`config.mk`:
```
export PLATFORM = sky130hd
export DESIGN_NAME = fir_tdm_sequencer
export DESIGN_NICKNAME = d
export VERILOG_FILES = /design/src/rtl/fir_tdm_sequencer.sv
export SDC_FILE = /design/constraint.sdc
export NUM_CORES = 2
export LEC_CHECK = 0
export CORE_MARGIN = 8
export CORE_UTILIZATION = 50
export CTS_BUF_LIST = sky130_fd_sc_hd__clkbuf_4
export CTS_CLUSTER_SIZE = 40
export DETAILED_ROUTE_END_ITERATION = 8
export PLACE_DENSITY = 0.67
export REMOVE_ABC_BUFFERS = 1
export SYNTH_ARGS = -nofsm -noshare
export SYNTH_HDL_FRONTEND = slang
export SYNTH_SLANG_ARGS = --single-unit
```
`constraint.sdc`:
```
create_clock -name clk_slow -period 19.2 [get_ports clk_slow]
set_input_delay 3.84 -clock clk_slow [delete_from_list [all_inputs] [get_ports clk_slow]]
set_output_delay 3.84 -clock clk_slow [all_outputs]
set_load 0.005 [all_outputs]
```
`src/rtl/fir_tdm_sequencer.sv`:
```
// ---------------------------------------------------------------------------
// fir_tdm_sequencer
//
// Time-division-multiplexed FIR controller. One external 16x16 sign-magnitude
// multiplier is shared across all ORDER taps. Each accepted sample is followed
// by ORDER multiply-accumulate cycles and then an output hold state.
//
// Ports
//   clk_slow   : system clock, rising edge
//   rst        : synchronous, active-low reset
//   in_valid/in_ready/fir_in     : sample input handshake (sign-magnitude)
//   out_valid/out_ready/fir_out  : result output handshake (sign-magnitude)
//   coef_we/coef_addr/coef_data  : coefficient bank write port (IDLE only)
//   coef_err   : one-cycle pulse after a rejected coefficient write
//   flush      : clears the sample history (IDLE only)
//   mult_a/mult_b : operands to the shared multiplier (zero outside MAC)
//   mult_p     : combinational product, bit30 sign, [29:0] magnitude
//   busy       : high whenever the sequencer is not IDLE
// ---------------------------------------------------------------------------
module fir_tdm_sequencer #(
   parameter int ORDER = 30,
   parameter int AW    = 6,
   parameter int ACC_W = 36
) (
   input  logic          clk_slow,
   input  logic          rst,
   input  logic          in_valid,
   output logic          in_ready,
   input  logic [15:0]   fir_in,
   output logic          out_valid,
   input  logic          out_ready,
   output logic [15:0]   fir_out,
   input  logic          coef_we,
   input  logic [AW-1:0] coef_addr,
   input  logic [15:0]   coef_data,
   output logic          coef_err,
   input  logic          flush,
   output logic [15:0]   mult_a,
   output logic [15:0]   mult_b,
   input  logic [30:0]   mult_p,
   output logic          busy
);

   localparam logic [AW-1:0] LAST_K   = AW'(ORDER - 1);
   // ORDER taken modulo 2^AW; modular index arithmetic stays correct even
   // when ORDER == 2^AW and this constant becomes 0.
   localparam logic [AW-1:0] ORDER_LO = AW'(ORDER);
   localparam logic [AW:0]   ORDER_X  = (AW+1)'(ORDER);

   typedef enum logic [1:0] {
      ST_IDLE = 2'd0,
      ST_MAC  = 2'd1,
      ST_OUT  = 2'd2
   } state_t;

   state_t state_q, state_d;

   logic [15:0]      coef_q [ORDER];
   logic [15:0]      hist_q [ORDER];
   logic [AW-1:0]    wr_ptr_q;
   logic [AW-1:0]    newest_q;
   logic [AW-1:0]    k_q;
   logic [ACC_W-1:0] acc_q;
   logic [15:0]      fir_out_q;
   logic             coef_err_q;

   logic             is_idle;
   logic             is_mac;
   logic             last_tap;
   logic             accept;
   logic             coef_ok;
   logic             hist_clr;
   logic [AW-1:0]    wr_idx;
   logic [AW-1:0]    wr_ptr_inc;
   logic [AW-1:0]    rd_idx;
   logic [ACC_W-1:0] prod_mag;
   logic [ACC_W-1:0] prod_s;
   logic [ACC_W-1:0] acc_sum;
   logic [ACC_W-16:0] abs_hi;
   logic             sat;
   logic [14:0]      res_mag;
   logic             res_neg;

   // ------------------------------------------------------------------------
   // Control decode
   // ------------------------------------------------------------------------
   assign is_idle  = (state_q == ST_IDLE);
   assign is_mac   = (state_q == ST_MAC);
   assign last_tap = (k_q == LAST_K);
   assign accept   = is_idle && in_valid;
   assign hist_clr = is_idle && flush;
   assign coef_ok  = coef_we && is_idle && ({1'b0, coef_addr} < ORDER_X);

   // A flush in the same cycle as a sample restarts the ring at entry 0.
   assign wr_idx     = hist_clr ? '0 : wr_ptr_q;
   assign wr_ptr_inc = (wr_idx == LAST_K) ? '0 : wr_idx + 1'b1;

   // Tap k reads x[n-k]: (newest - k) mod ORDER.
   assign rd_idx = (newest_q >= k_q) ? (newest_q - k_q)
                                     : (newest_q - k_q + ORDER_LO);

   // ------------------------------------------------------------------------
   // Accumulate and output formatting
   // ------------------------------------------------------------------------
   assign prod_mag = {{(ACC_W-30){1'b0}}, mult_p[29:0]};
   assign prod_s   = mult_p[30] ? (~prod_mag + 1'b1) : prod_mag;
   assign acc_sum  = acc_q + prod_s;

   // |acc| >> 15 computed directly on the upper bits. For a negative value,
   // ~hi equals -hi-1, which is already the truncated magnitude unless the
   // dropped low bits are all zero, in which case one more is needed.
   always_comb begin
      abs_hi = acc_sum[ACC_W-1:15];
      if (acc_sum[ACC_W-1]) begin
         abs_hi = ~acc_sum[ACC_W-1:15] + ((acc_sum[14:0] == 15'd0) ? 1'b1 : 1'b0);
      end
   end

   assign sat     = |abs_hi[ACC_W-16:15];
   assign res_mag = sat ? 15'h7FFF : abs_hi[14:0];
   assign res_neg = acc_sum[ACC_W-1] && (res_mag != 15'd0);

   // ------------------------------------------------------------------------
   // FSM: state register
   // ------------------------------------------------------------------------
   always_ff @(posedge clk_slow) begin : p_state_reg
      if (!rst) begin
         state_q <= ST_IDLE;
      end else begin
         state_q <= state_d;
      end
   end

   // ------------------------------------------------------------------------
   // FSM: next state
   // ------------------------------------------------------------------------
   always_comb begin : p_next_state
      state_d = state_q;
      case (state_q)
         ST_IDLE: if (in_valid)  state_d = ST_MAC;
         ST_MAC:  if (last_tap)  state_d = ST_OUT;
         ST_OUT:  if (out_ready) state_d = ST_IDLE;
         default:                state_d = ST_IDLE;
      endcase
   end

   // ------------------------------------------------------------------------
   // FSM: outputs
   // ------------------------------------------------------------------------
   always_comb begin : p_outputs
      in_ready  = 1'b0;
      out_valid = 1'b0;
      busy      = 1'b1;
      mult_a    = 16'h0000;
      mult_b    = 16'h0000;
      case (state_q)
         ST_IDLE: begin
            in_ready = 1'b1;
            busy     = 1'b0;
         end
         ST_MAC: begin
            mult_a = coef_q[k_q];
            mult_b = hist_q[rd_idx];
         end
         ST_OUT: begin
            out_valid = 1'b1;
         end
         default: begin
            busy = 1'b0;
         end
      endcase
   end

   // ------------------------------------------------------------------------
   // Datapath registers
   // ------------------------------------------------------------------------
   always_ff @(posedge clk_slow) begin : p_data
      if (!rst) begin
         for (int i = 0; i < ORDER; i++) begin
            coef_q[i] <= '0;
            hist_q[i] <= '0;
         end
         wr_ptr_q   <= '0;
         newest_q   <= '0;
         k_q        <= '0;
         acc_q      <= '0;
         fir_out_q  <= '0;
         coef_err_q <= 1'b0;
      end else begin
         coef_err_q <= coef_we && !coef_ok;

         if (coef_ok) begin
            coef_q[coef_addr] <= coef_data;
         end

         if (hist_clr) begin
            for (int i = 0; i < ORDER; i++) begin
               hist_q[i] <= '0;
            end
         end

         // Sample store comes after the clear so a simultaneous flush
         // still keeps the new sample at entry 0.
         if (accept) begin
            hist_q[wr_idx] <= fir_in;
            newest_q       <= wr_idx;
            wr_ptr_q       <= wr_ptr_inc;
            acc_q          <= '0;
            k_q            <= '0;
         end else if (hist_clr) begin
            wr_ptr_q <= '0;
         end

         if (is_mac) begin
            acc_q <= acc_sum;
            if (last_tap) begin
               fir_out_q <= {res_neg, res_mag};
            end else begin
               k_q <= k_q + 1'b1;
            end
         end
      end
   end

   assign fir_out  = fir_out_q;
   assign coef_err = coef_err_q;

endmodule

```
==> summary.md <==
| Metric | Value |
|---|---|
| TritonCTS clock tree | `built` |
| Initial DRC count | `3016` |
| Routed WL per cell | `24.37 um` |
| P_leak | `0.02234 uW` |
| Vias in the first global route | `33890` |
| Gr usage total | `0.2357` |
| Mapped Area | `53400 um2` |
| Most frequent cell after synthesis | `edfxtp_1` |
| Worst-path clk slew | `0.06 ns` |
| Ys Warns | `0` |
| Area Overhead vs Synth | `12.32%` |
| Crit path max fanout | `62` |
| Hpwl dp | `86.79 mm` |
| Sink Count | `1097` |
| Worst slack at placement | `7.547 ns` |
| CTS resizes | `0` |
| Final hold vios | `0` |
| Initial core utilization | `0.5016` |
| Measured slew at the worst slew-check pin | `1.299 ns` |
| Tightest Hold Check Type | `flop to flop` |
| Top FF cell, synth | `edfxtp_1` |
| Hold slack final | `0.4571 ns` |
| Synth area leaders | `edfxtp_1 (58%), mux4_2 (12%), and2_1 (11%), dfxtp_1 (2.7%), clkbuf_1 (1.9%)` |
| Clock Latency Late Sink | `1.17 ns` |
| EDFF count, synth | `1024` |
| Core Region | `106500 um2` |
| Global-route wire length before repair | `208.0 mm` |
| Cell Pwr Density | `98.72 nW/um2` |
| Crit. End Element | `output port` |
| Drc violations | `1` |
| Filler cell count | `8676` |
| Post-synth top area cell | `edfxtp_1` |
| Synth top area share | `0.5759` |
| 1st-pass router iterations | `7` |
| GRT overflow | `0` |
| Die Span X | `342.8 um` |
| Die span in y | `342.8 um` |
| Final #Nets | `4257` |
| Status | `finished, violations left` |
| Unrepaired setup endpoints after global routing | `false` |
| Largest net degree at the start of global routing | `65` |
| Power Total | `5921 uW` |
| Critical path class | `flop to output port` |
| Crit path DAT | `8.00 ns` |
| Mean Syn Cell Area | `13.84 um2` |
| Antenna Nets Post-Route | `0` |
| Data required, critical path | `15.36 ns` |
| Top cells by count, synth | `edfxtp_1 (1024), and2_1 (968), mux4_2 (288), clkbuf_1 (275), nor2_1 (158)` |
| RePlAce Congestion | `0.8827` |
| CTS buffer count | `307` |
| Drt total wl | `139.6 mm` |
| Max IR drop VDD | `0.07113 mV` |
| Setup Viol. Count Final | `0` |
| Via count | `33190` |
| Violated checks | `design-rule violations` |
| H-Tree Depth | `5` |
| Synth unique cells | `90` |
| Syn Inst Count | `3858` |
| Peak Freq | `84.49 MHz` |
| Hold-fix buffers, CTS | `0` |
| Slew HR | `0.1311` |
| Seq/Total Area, Yosys | `0.6032` |
| Final worst slack | `7.364 ns` |
| Initial antenna violation count | `3` |
| Via-per-instance ratio | `5.793` |
| Die area | `117500 um2` |
| Startpoint Class | `flop` |
| CTS max path bufs | `4` |
| Minimum clock period after layout | `11.84 ns` |
| Port bufs | `126` |
| Final Skew | `0.09119 ns` |
| Final worst path period share | `0.6165` |
| Max-cap violations | `0` |
| Pins Over Slew Limit | `0` |
| Root buffer cell | `clkbuf_4` |
| Setup TNS | `0 ns` |
| Site Rows | `120` |
| Post-synth ARST share | `0` |
| Post-synthesis register bit count | `1097` |
| Fraction of layout cells with a size suffix above 1 | `0.2206` |
| Total I/O pin count | `127` |
| Setup Buffers After CTS | `0` |
-- metrics by stage --
stage | utilization | cell area [um2] | std cells
floorplan | - | 52260 | 3566
CTS | 0.5633 | 59960 | 5723
global placement | 0.5286 | 56270 | 5217
detailed placement | 0.5286 | 56270 | 5217
global route | 0.5634 | 59970 | 5727
finish | 0.5634 | 59980 | 5729
-- layout by cell type, fill, tap and decap left out, types with 15 or more instances in the layout --
master           synthesis  final
a211o_1                 16     16
a211oi_1                25     25
a21o_1                  17     17
a21oi_1                125    124
a31oi_1                 25     25
and2_1                 968    968
and3_1                  15     15
buf_4                    1    122
clkbuf_4                 0    453
clkdlybuf4s50_1          0    124
clkinv_1                 2     37
conb_1                   1     32
dfxtp_1                 73     70
edfxtp_1              1024   1024
ha_1                    57     56
inv_1                   28     27
mux2_2                  22     22
mux2i_1                 38     37
mux4_2                 288    288
nand2_1                146    145
nand3_1                 52     52
nand4_1                 19     19
nor2_1                 158    157
nor2b_1                 24     24
nor3_1                  31     30
o211ai_1                19     19
o21ai_0                123     63
o21ai_1                  2     62
xnor2_1                 61     59
-- final cells by class --
type                       instances  area (um2)  area share
antenna                            6       15.01   0.0002503
inverter                          31       116.4    0.001940
tap                             1403        1755     0.02927
clock buffer                     453        3401     0.05670
clock inverter                    53       290.3    0.004840
multi-input combinational       2438       20010      0.3337
sequential                      1097       32220      0.5372
timing repair buffer             248        2167     0.03613
-- cell families after synthesis --
kind of cell | synth area share
simple gates | 0.1609
flops | 0.6032
compound gates | 0.05026
buf+inv | 0.02563
mux | 0.1335
xor+xnor | 0.01230
fa+ha+maj | 0.01411
other cells | 0.00007023
-- power by group --
part,switching (uW),internal (uW)
Sequential,42.7,2770
Clock,946,1110
Combinational,637,419
Total,1630,4300
-- worst max-delay path: stages (launching register included) --
cell,delay [ns]
dfxtp_1,0.81
clkinv_1,0.69
ha_1,0.54
and3_1,0.19
a31oi_1,0.15
o21ai_0,0.10
a21oi_1,0.48
xnor2_2,0.29
buf_4,0.84
buf_4,0.84
mux4_2,0.44
mux2_2,0.28
o211ai_1,0.39
a21oi_1,0.22
clkdlybuf4s50_1,0.51
-- routing by layer --
metal	GRT usage	vias to the layer above	share of wire
met5	0	-	0
met4	0.08395	0	0.027
met3	0.04544	239	0.075
met2	0.3865	1313	0.49
met1	0.3151	16670	0.41
li1	-	14970	-
-- registers in the layout, summed over array words and instances, names as in the netlist --
signal	count
k_q	6
coef_q	512
newest_q	6
fir_out	16
state_q	2
wr_ptr_q	6
coef_err	1
hist_q	512
acc_q	36
-- path summary, 6_finish.rpt --
path / to / from / slack, ns / cells past startpoint
min: newest_q[5] / newest_q[5] / 0.46 / 2
max reg2reg: fir_out[1] / acc_q[8] / 12.69 / 17
max: mult_b[13] / k_q[4] / 7.36 / 14
min reg2reg: newest_q[5] / newest_q[5] / 0.46 / 2
(Power assumes the default switching activity.)
